<file path="src/rtl/bus_sel_ctrl.sv">
// -----------------------------------------------------------------------------
// bus_sel_ctrl
//
// Bus-source select controller that sits directly in front of the N_SRC:1 bus
// multiplexer. A start strobe in IDLE captures the request vector. The lowest
// set bit becomes the registered mux select, which is held for hold_len+1
// cycles. A one-cycle done pulse follows. A request with more than one bit set
// is flagged as a conflict for the whole transfer and counted in a saturating
// counter, so the control unit can detect illegal microcode.
//
// Ports
//   clk           in   system clock; all state changes on the rising edge
//   clr           in   synchronous active-low reset
//   start         in   request strobe; only looked at in IDLE
//   req           in   [N_SRC-1:0] register-out requests; bit i is source i
//   hold_len      in   [HOLD_W-1:0] extra drive cycles beyond the first
//   sel           out  [SEL_W-1:0] registered select to the bus mux
//   bus_valid     out  sel is valid and the bus is being driven
//   busy          out  controller is not in IDLE
//   done          out  one-cycle pulse after the final drive cycle
//   conflict      out  the captured request had more than one bit set
//   conflict_cnt  out  [CNT_W-1:0] saturating count of conflicted transfers
// -----------------------------------------------------------------------------
module bus_sel_ctrl #(
  parameter int N_SRC  = 32,
  parameter int SEL_W  = 5,
  parameter int HOLD_W = 4,
  parameter int CNT_W  = 8
) (
  input  logic              clk,
  input  logic              clr,
  input  logic              start,
  input  logic [N_SRC-1:0]  req,
  input  logic [HOLD_W-1:0] hold_len,
  output logic [SEL_W-1:0]  sel,
  output logic              bus_valid,
  output logic              busy,
  output logic              done,
  output logic              conflict,
  output logic [CNT_W-1:0]  conflict_cnt
);

  localparam logic [1:0] IDLE  = 2'd0;
  localparam logic [1:0] DRIVE = 2'd1;
  localparam logic [1:0] DONE  = 2'd2;

  logic [1:0]        state;
  logic [HOLD_W-1:0] hold_cnt;

  // Priority encoder: the lowest set bit wins. The loop runs from the top bit
  // down, so the last match is the lowest index.
  function automatic logic [SEL_W-1:0] lowest_idx(input logic [N_SRC-1:0] r);
    logic [SEL_W-1:0] idx;
    idx = '0;
    for (int i = N_SRC - 1; i >= 0; i--) begin
      if (r[i]) idx = SEL_W'(i);
    end
    return idx;
  endfunction

  // More than one bit set: clearing the lowest set bit leaves something behind.
  function automatic logic multi_bit(input logic [N_SRC-1:0] r);
    return |(r & (r - N_SRC'(1)));
  endfunction

  // Saturating increment. The counter sticks at all-ones and never wraps.
  function automatic logic [CNT_W-1:0] sat_inc(input logic [CNT_W-1:0] c);
    return (c == {CNT_W{1'b1}}) ? c : c + CNT_W'(1);
  endfunction

  always_ff @(posedge clk) begin
    if (!clr) begin
      state        <= IDLE;
      hold_cnt     <= '0;
      sel          <= '0;
      bus_valid    <= 1'b0;
      busy         <= 1'b0;
      done         <= 1'b0;
      conflict     <= 1'b0;
      conflict_cnt <= '0;
    end else begin
      case (state)
        IDLE: begin
          // An empty request is not a transfer, so nothing moves.
          if (start && (|req)) begin
            sel       <= lowest_idx(req);
            conflict  <= multi_bit(req);
            if (multi_bit(req)) conflict_cnt <= sat_inc(conflict_cnt);
            hold_cnt  <= hold_len;
            bus_valid <= 1'b1;
            busy      <= 1'b1;
            state     <= DRIVE;
          end
        end

        DRIVE: begin
          // Live req, hold_len and start are ignored until the transfer ends.
          if (hold_cnt == '0) begin
            bus_valid <= 1'b0;
            sel       <= '0;
            done      <= 1'b1;
            state     <= DONE;
          end else begin
            hold_cnt <= hold_cnt - HOLD_W'(1);
          end
        end

        DONE: begin
          // conflict stays set through DONE and is cleared on the way to IDLE.
          done     <= 1'b0;
          busy     <= 1'b0;
          conflict <= 1'b0;
          state    <= IDLE;
        end

        default: begin
          sel       <= '0;
          bus_valid <= 1'b0;
          busy      <= 1'b0;
          done      <= 1'b0;
          conflict  <= 1'b0;
          state     <= IDLE;
        end
      endcase
    end
  end

endmodule

</file>
<file path="config.mk">
export PLATFORM = sky130hd
export DESIGN_NAME = bus_sel_ctrl
export DESIGN_NICKNAME = d
export VERILOG_FILES = /design/src/rtl/bus_sel_ctrl.sv
export SDC_FILE = /design/constraint.sdc
export NUM_CORES = 1
export LEC_CHECK = 0
export BUFFER_PORTS_ARGS = -buffer_cell sky130_fd_sc_hd__buf_2
export CAP_MARGIN = 40
export CORE_MARGIN = 5
export CORE_UTILIZATION = 54
export DETAILED_ROUTE_END_ITERATION = 10
export PLACE_DENSITY = 0.91
export SLEW_MARGIN = 0
export SYNTH_ARGS = -nofsm -noshare
export SYNTH_HDL_FRONTEND = slang
export SYNTH_SLANG_ARGS = --single-unit
export TNS_END_PERCENT = 50
</file>
<file path="constraint.sdc">
create_clock -name clk -period 5 [get_ports clk]
set_clock_uncertainty 0.05 [all_clocks]
set_input_delay 1 -clock clk [delete_from_list [all_inputs] [get_ports clk]]
set_output_delay 1 -clock clk [all_outputs]
set_load 0.01 [all_outputs]
</file>
=== Yosys cells after proc, flatten, opt, wreduce, memory -nomap -nowiden ===
Cells that the tools add are included.

* Input port bits: 39
* Logic and storage cells: 83
* Output and inout port bits: 17
* Flip-flop bits (word level): 23

* Reduce and logical (&&, ||, !) cells: 12
* Eq/ne operators: 6
* Bitwise logic cells: 5
* Add/subtract/negate cells: 3
* Mux-type cells: 49

{| class="wikitable"
|+ Operators with widths
! kind !! number
|-
| 2-to-1 mux 5 bit || 34
|-
| OR reduction 32 bit || 2
|-
| AND 32 bit || 1
|-
| subtractor 32 x 1 -> 32 bit (second input constant) || 1
|-
| case mux 5 bit (3 select lines) || 1
|-
| adder 8 x 1 -> 8 bit (second input constant) || 1
|-
| == test 8 bit (second input constant) || 1
|-
| 2-to-1 mux 4 bit || 2
|-
| case mux 4 bit (2 select lines) || 1
|-
| != test 2 bit (second input constant) || 3
|-
| case mux 1 bit (2 select lines) || 3
|-
| AND reduction 2 bit || 3
|-
| AND reduction 3 bit || 2
|-
| logical NOT 4 bit || 1
|-
| 2-to-1 mux 1 bit || 4
|-
| 2-to-1 mux 2 bit || 2
|-
| inverter 1 bit || 4
|-
| case mux 2 bit (2 select lines) || 1
|-
| AND reduction 4 bit || 1
|-
| subtractor 4 x 1 -> 4 bit (second input constant) || 1
|-
| case mux 1 bit (3 select lines) || 1
|-
| == test 2 x 1 -> 1 bit (second input constant) || 1
|-
| == test 2 bit (second input constant) || 1
|-
| logical NOT 2 bit || 1
|-
| 2 further kinds || 2
|}

=== Longest topological paths before layout ===
Gate-level depths: netlist of the first run.

* Depth in word-level cells: 34
* Depth in mapped cells: 10
* Depth with buffers taken out: 8

=== Least setup slack after synthesis of the first run ===
OpenSTA, ideal clock, no wires.

* Path type: input -> register
* Start point: in req[7]
* End point: reg conflict_cnt[0]
* Setup time: 128 ps
* Arrival time: 3023 ps
* Required time: 4822 ps
* Cell stages on the path: 10
* Path slack: 1799 ps
* Cell sequence: nor4_2 nand4_1 buf_4 o41ai_2 nor2_1 or4b_4 o21ai_2 buf_6 xor2_1 nor2_1

* Cells in the longest elaborated chain, start to end: 4
* Elaborated cells on any way between the ends: 6
* Classes of those cells: 1 x add/sub; 1 x bitwise; 4 x reduce/logical

{| class="wikitable"
|+ Ends and longest elaborated chain
! item !! line !! text
|-
| from (decl) || 33 || <nowiki>input logic [N_SRC-1:0] req,</nowiki>
|-
| subtractor 32 x 1 -> 32 bit || 63 || <nowiki>return |(r & (r - N_SRC'(1)));</nowiki>
|-
| AND 32 bit || 63 ||
|-
| OR reduction 32 bit || 63 ||
|-
| AND reduction 4 bit (no line) * || n/a ||
|-
| to (signal assigned) || 88 || <nowiki>if (multi_bit(req)) conflict_cnt <= sat_inc(conflict_cnt);</nowiki>
|-
| to (decl) || 40 || <nowiki>output logic [CNT_W-1:0] conflict_cnt</nowiki>
|}

Mark *: on every way between the ends. The rest lies on a longest branch, timed or not.
A chain may end at the register's enable or synchronous reset.

=== Final worst setup path of the first run ===
* Start point: in req[7]
* End point: reg conflict_cnt[6]

Same word-level chain as after synthesis.

==> results of run 1 <==
==> per-stage QoR <==
| stage | setup slack [ps] | power [W] | utilization | instance area, um2 |
|---|---|---|---|---|
| after floorplan | 1799 | 0.0002834 | - | 1663 |
| after global placement | 1146 | 0.0003321 | 0.6492 | 1949 |
| after detailed placement | 1095 | 0.0003372 | 0.6492 | 1949 |
| after CTS | 1431 | 0.0004205 | 0.6579 | 1976 |
| after global routing | 1152 | 0.0004510 | 0.6579 | 1976 |
| final | 1435 | 0.0004214 | 0.6579 | 1976 |
==> registers in the layout, summed over array words and instances (netlist names) <==
signal and count:
hold_cnt 4, bus_valid 1, busy 1, conflict 1, conflict_cnt 8, done 1
state 2, sel 5
==> cell usage in the layout, fill, tap and decap left out, types with 2 or more instances in the layout <==
cell / n
nand3_1: 9
inv_1: 12
o21bai_1: 2
clkbuf_4: 3
o41ai_1: 2
buf_2: 55
or3_1: 4
o22ai_1: 2
a31oi_1: 4
nand2_1: 14
nor4_1: 3
nor4_4: 3
o31ai_1: 7
or4_1: 6
nand2b_1: 5
ha_1: 2
o21ai_1: 4
a211oi_1: 3
a22oi_1: 4
a2111oi_0: 3
dfxtp_1: 23
nor3_1: 12
nor4_2: 2
nand4_1: 4
o21ai_0: 18
a21oi_1: 23
nor2_1: 35
==> routing by layer <==
layer | part of all wire | up-vias | global-route usage
met5 | 0 | - | 0
met4 | 0.023 | 0 | 0.08031
li1 | - | 980 | -
met2 | 0.47 | 81 | 0.3654
met3 | 0.074 | 12 | 0.03932
met1 | 0.43 | 894 | 0.2686
==> critical path: cells and delay by family <==
family | cells | cell delay (ps)
AO/OA/AOI/OAI | 3 | 950
buffers and inverters | 1 | 130
AND/OR/NAND/NOR | 5 | 1630
==> logic make-up after synthesis <==
kind of cell	after synthesis
fa+ha+maj	3
buf+inv	18
simple gates	99
compound gates	83
flops	23
xor+xnor	1
==> Yosys cell counts (5+ instances only) <==
master,n,area share
nor2_1,35,0.079
nand2b_1,5,0.019
o21ai_0,18,0.054
o31ai_1,7,0.032
inv_1,12,0.027
nand2_1,14,0.032
a21oi_1,23,0.069
nor3_1,12,0.036
nand3_1,9,0.027
or4_1,6,0.027
dfxtp_1,23,0.28
==> power breakdown <==
part           leakage, nW  internal, W  switching [W]
registers            0.188     0.000197     0.00000941
logic                0.565    0.0000480      0.0000803
clock network       0.0150    0.0000313      0.0000557
==> worst paths after layout <==
check                                             from                            to  slack, ps  cells past startpoint
worst min register to register  bus_valid$_SDFFE_PN0P_        bus_valid$_SDFFE_PN0P_        410                      2
worst max register to register   state[0]$_SDFFE_PN0P_  conflict_cnt[5]$_SDFFE_PN0P_       2830                      7
worst min-delay path            bus_valid$_SDFFE_PN0P_        bus_valid$_SDFFE_PN0P_        410                      2
worst max-delay path                            req[7]  conflict_cnt[6]$_SDFFE_PN0P_       1430                      9
==> final cells by class <==
cell class              count  area (um2)  area share
clock buffers               4       26.28     0.01330
flip-flops and latches     23       460.4      0.2331
well taps                  33       41.29     0.02090
inverters                  13       48.80     0.02470
repair buffers             55       275.3      0.1393
multi-input cells         186        1124      0.5687
==> metrics.yaml, run 1 <==
status: "completed"
core_area_mm2: 0.003003
synth_top_family_by_area: "simple AND/OR/NAND/NOR gates"
critPathArrivalTime_ps: 3720
syn_inst: 227
rsz0062_at_grt: "false"
crit_type: "in2reg"
start_util: 0.5538
globalplace.congestion: 0.8880
die_area_mm2: 0.004289
cp_slowest_cell: "or4b_4"
finalCritPeriodShare: 0.7131
io_buffers: 55
max-cap-violations: 0
synthMuxAreaShare: 0
worstPathMaxFanout: 15
required_ps: 5150
post-route-drc-count: 0
hpwl_um: 3518
clkLatencyLatePin_ps: 320
setup.worst_path.end_class: "flop"
routed_wl_um: 4436
tightest_slew_ps: 663.7
peakVddDrop_uv: 206.2
grt_overflow: 0
synth_fa_ha_area_frac: 0.02107
drive_gt1_frac: 0.2420
yosysWarningCount: 0
chipWidth_um: 65.49
die_y_um: 65.49
syn_to_final_growth_pct: 18.81
routed_via_density: 6.264
numCtsBuffers: 3
clk_pin_slew_worst_paths_ps: 120
clock_path_buffers: 2
synth_nets: 268
p_per_area_mw_per_mm2: 213.3
synthSimpleGateAreaFrac: 0.3266
min_path_type: "reg2reg"
leakage_nw: 0.7674
grt_pass1_vias: 1751
cts.sinks: 23
grt_usage: 0.2149
synth-edff-count: 0
synth_compound_area_frac: 0.3228
num_rows: 20
hold_slack_ps: 413.9
n_fill_cell: 278
synth-main-ff-cell: "dfxtp_1"
cpPeakStageDelay_ps: 560
htreeDepth: 1
yosysSeqAreaShare: 0.2769
tns_ps: 0
synth_area_per_cell_um2: 7.325
post-cts-setup-buffers: 0
drv_slew: 0
postCtsResizedCells: 0
cts_tree: "yes"
finalCriticalPeriod_ps: 3565
cts-root-buf: "clkbuf_4"
worstPathCellList: "buf_2, nor4_2, nand4_1, a2111oi_0, nor2_1, or4b_4, o21ai_2, or4_1, a21oi_1"
final_cells: 314
vias: 1967
yosysUniqueCellTypes: 44
grt_pass1_wl_um: 7458
slew_headroom: 0.5529
post_drt_wl_per_cell_um: 14.13
drtPass1Iterations: 4
ios: 56
ys_seq_elements: 23
drt-initial-drc-count: 98
fin_nets: 323
antenna_found_initial: 0
diodes: 0
setup_violations: 0
grt_max_degree: 19
synth_xor_area_frac: 0.005267
drtAntennaViolNets: 0
syn_area_mm2: 0.001663
cp-start-kind: "input port"
final_hold_viol_count: 0
fmax_ghz: 0.2805
ctsHoldBuffers: 0
async_flop_share: 0
dp_cells: 310
(Power assumes the default switching activity.)
==> run 2, diff against run 1 <==
Settings changed: ABC_AREA set to 1, CORE_UTILIZATION 54 to 46, PLACE_DENSITY 0.91 to 0.82.
Clock period 5 ns to 3.2 ns, I/O delays scaled along.
==> run 2 against run 1 <==
Net effect: combinational power up 100%; sequential power up 65%; worst hold slack better by 6.4 ps; clock power up 110%; via count up 3.9%; wire length up 0.32%; area after synthesis up 9.1%; sequential share of layout area down 2.3 points; critical endpoint is now conflict_cnt[7]$_SDFFE_PN0P_.
==> metrics.yaml, run 2 <==
syn_to_final_growth_pct: 20.76
critPathArrivalTime_ps: 2930
r2r_cells: 9
grt_pass1_vias: 1869
clkLatencyLatePin_ps: 260
ys_top_cells_by_count: "nand2_1, inv_1, nor2_1, dfxtp_1"
cts-root-buf: "clkbuf_8"
top_regs: "conflict_cnt (8), sel (5), hold_cnt (4)"
p_per_area_mw_per_mm2: 357.0
synth_fa_ha_area_frac: 0.01379
grt_pass1_wl_um: 7500
finalCritPeriodShare: 0.8797
fmax_ghz: 0.3552
syn_area_mm2: 0.001814
drv_slew: 0
core_area_mm2: 0.003744
whs_path_depth: 2
hp-start: "done$_SDFFE_PN0P_"
ys_seq_elements: 23
grt_usage: 0.1724
rsz0062_at_grt: "false"
routed_wl_um: 4450
chipWidth_um: 72.80
synth-main-ff-cell: "dfxtp_1"
cp-start-kind: "input port"
antenna_found_initial: 0
finalCriticalPeriod_ps: 2815
synth_area_per_cell_um2: 5.796
synth_top_cell_area_share: 0.2538
cts.sinks: 23
diodes: 0
cp_slowest_cell: "or2_2"
drtAntennaViolNets: 0
largest_register: "conflict_cnt"
postCtsResizedCells: 0
whs_endpoint: "done$_SDFFE_PN0P_"
grt_max_degree: 15
syn_inst: 313
final_common_cell: "nand2_1"
ios: 56
clock_path_buffers: 2
peakVddDrop_uv: 229.0
finish.utilization: 0.5852
cts_tree: "yes"
synthSimpleGateAreaFrac: 0.3731
grt_util_met3: 0.03994
tns_ps: 0
drt-initial-drc-count: 100
cpPeakStageDelay_ps: 280
synth_xor_area_frac: 0
post-synth-top-count-cell: "nand2_1"
start_util: 0.4846
routed_via_density: 4.878
num_rows: 22
ctsHoldBuffers: 0
clk_pin_slew_worst_paths_ps: 80
worstPathMaxFanout: 7
numCtsBuffers: 3
final_cell_mix: "nand2_1, inv_1, buf_2, nor2_1, dfxtp_1"
hpwl_um: 3594
die_area_mm2: 0.005300
drtPass1Iterations: 4
leakage_nw: 1.093
grt_overflow: 0
setup.worst_path.end_class: "flop"
io_buffers: 55
setup_violations: 0
largest_reg_flops: 8
status: "completed"
drive_gt1_frac: 0.2345
crit_type: "in2reg"
async_flop_share: 0
synth_area_leader_cell: "dfxtp_1"
place_area_mm2: 0.002146
design_area_mm2: 0.002191
n_fill_cell: 409
fin_nets: 413
required_ps: 3310
synth-edff-count: 0
top_usage_layer: "met2"
globalplace.congestion: 0.8862
vias: 2044
dp_slack_ps: 137.7
yosysWarningCount: 0
synthMuxAreaShare: 0
htreeDepth: 1
grtUsageMet2: 0.3136
die_y_um: 72.80
yosysSeqAreaShare: 0.2538
cp_common_cell: "nand2_1"
use_met1: 0.2068
r2r-start: "state[0]$_SDFFE_PN0P_"
synth_compound_area_frac: 0.2034
r2r-end: "conflict_cnt[7]$_SDFFE_PN0P_"
fin_ws_ps: 384.8
synth_area_leaders: "dfxtp_1, nand2_1, inv_1"
slew_headroom: 0.6943
reg2reg_slack_ps: 1300
synth_top_family_by_area: "simple AND/OR/NAND/NOR gates"
max-cap-violations: 0
post_drt_wl_per_cell_um: 10.62
min_path_type: "reg2reg"
tightest_slew_ps: 458.1
yosysUniqueCellTypes: 34
post-route-drc-count: 0
worstPathCellList: "buf_2, inv_1, nand2_1, inv_1, nand2_1, nor2_4, nand2_2, nor2_4, nand2_2, inv_2, nand2_1, o21ai_1, or2_2, nor2_2, nand2_1, inv_2, nand2_4, nor3_2, nand3_2, o21ai_1, a21oi_2"
synth_nets: 354
final_hold_viol_count: 0
post-cts-setup-buffers: 0
## run 2: cell types whose count changed after synthesis, sizes merged, moves of 4 or more
cell	previous run	this run
or3	4	0
or4	6	0
o31ai	7	0
inv	12	73
a22oi	4	0
nand2	14	82
nor3	12	6
nand2b	5	0
nor4	8	4
nor2	35	45
## run 2: final cells by class
class	instances	area (um2)	area share
tap	48	60.06	0.02741
inverter	74	279.0	0.1274
multi-input combinational	215	1071	0.4889
timing repair buffer	55	275.3	0.1256
clock buffer	4	45.04	0.02056
sequential	23	460.4	0.2102
## run 2: cells by family after synthesis
| group | Yosys count |
|---|---|
| compound gates | 63 |
| fa+ha+maj | 2 |
| buf+inv | 75 |
| flops | 23 |
| simple gates | 150 |
## run 2: stage by stage
| stage | cells | hold WS, ps | total power, W |
|---|---|---|---|
| 2_1_floorplan | 313 | 432.3 | 0.0005199 |
| 3_3_place_gp | 415 | 401.3 | 0.0005985 |
| 3_5_place_dp | 415 | 409.1 | 0.0006067 |
| 4_1_cts | 419 | 421.7 | 0.0007880 |
| 5_1_grt | 419 | 449.1 | 0.0008460 |
| 6_report | 419 | 420.3 | 0.0007820 |
## run 2: layer usage
| metal | routed length, um | up-vias | share of wire |
|---|---|---|---|
| met4 | 39 | 0 | 0.0088 |
| met5 | 0 | - | 0 |
| met2 | 2152 | 44 | 0.48 |
| met1 | 2027 | 893 | 0.46 |
| li1 | - | 1098 | - |
| met3 | 231 | 9 | 0.052 |
## run 2: worst max path at each step
| stage | start | to | slack, ps | cells after the start |
|---|---|---|---|---|
| after detailed placement | req[6] | conflict_cnt[7]$_SDFFE_PN0P_ | 140 | 21 |
| final | req[6] | conflict_cnt[7]$_SDFFE_PN0P_ | 380 | 21 |
| after global routing | req[1] | conflict_cnt[5]$_SDFFE_PN0P_ | 170 | 22 |
| after global placement | req[1] | conflict_cnt[5]$_SDFFE_PN0P_ | 230 | 21 |
| after CTS | req[6] | conflict_cnt[7]$_SDFFE_PN0P_ | 380 | 21 |
| after floorplan | req[1] | conflict_cnt[5]$_SDFFE_PN0P_ | 560 | 20 |
## run 2: power breakdown
group | total [W] | internal, W | switching, W
clock network | 0.000181 | 0.0000889 | 0.0000923
logic | 0.000261 | 0.0000957 | 0.000165
registers | 0.000340 | 0.000318 | 0.0000219
## run 2: critical path: cells and delay by family
family / cells / cell delay [ps]
AOI/OAI and AO/OA: 3 / 300
buffers and inverters: 5 / 320
and+or+nand+nor: 13 / 1650
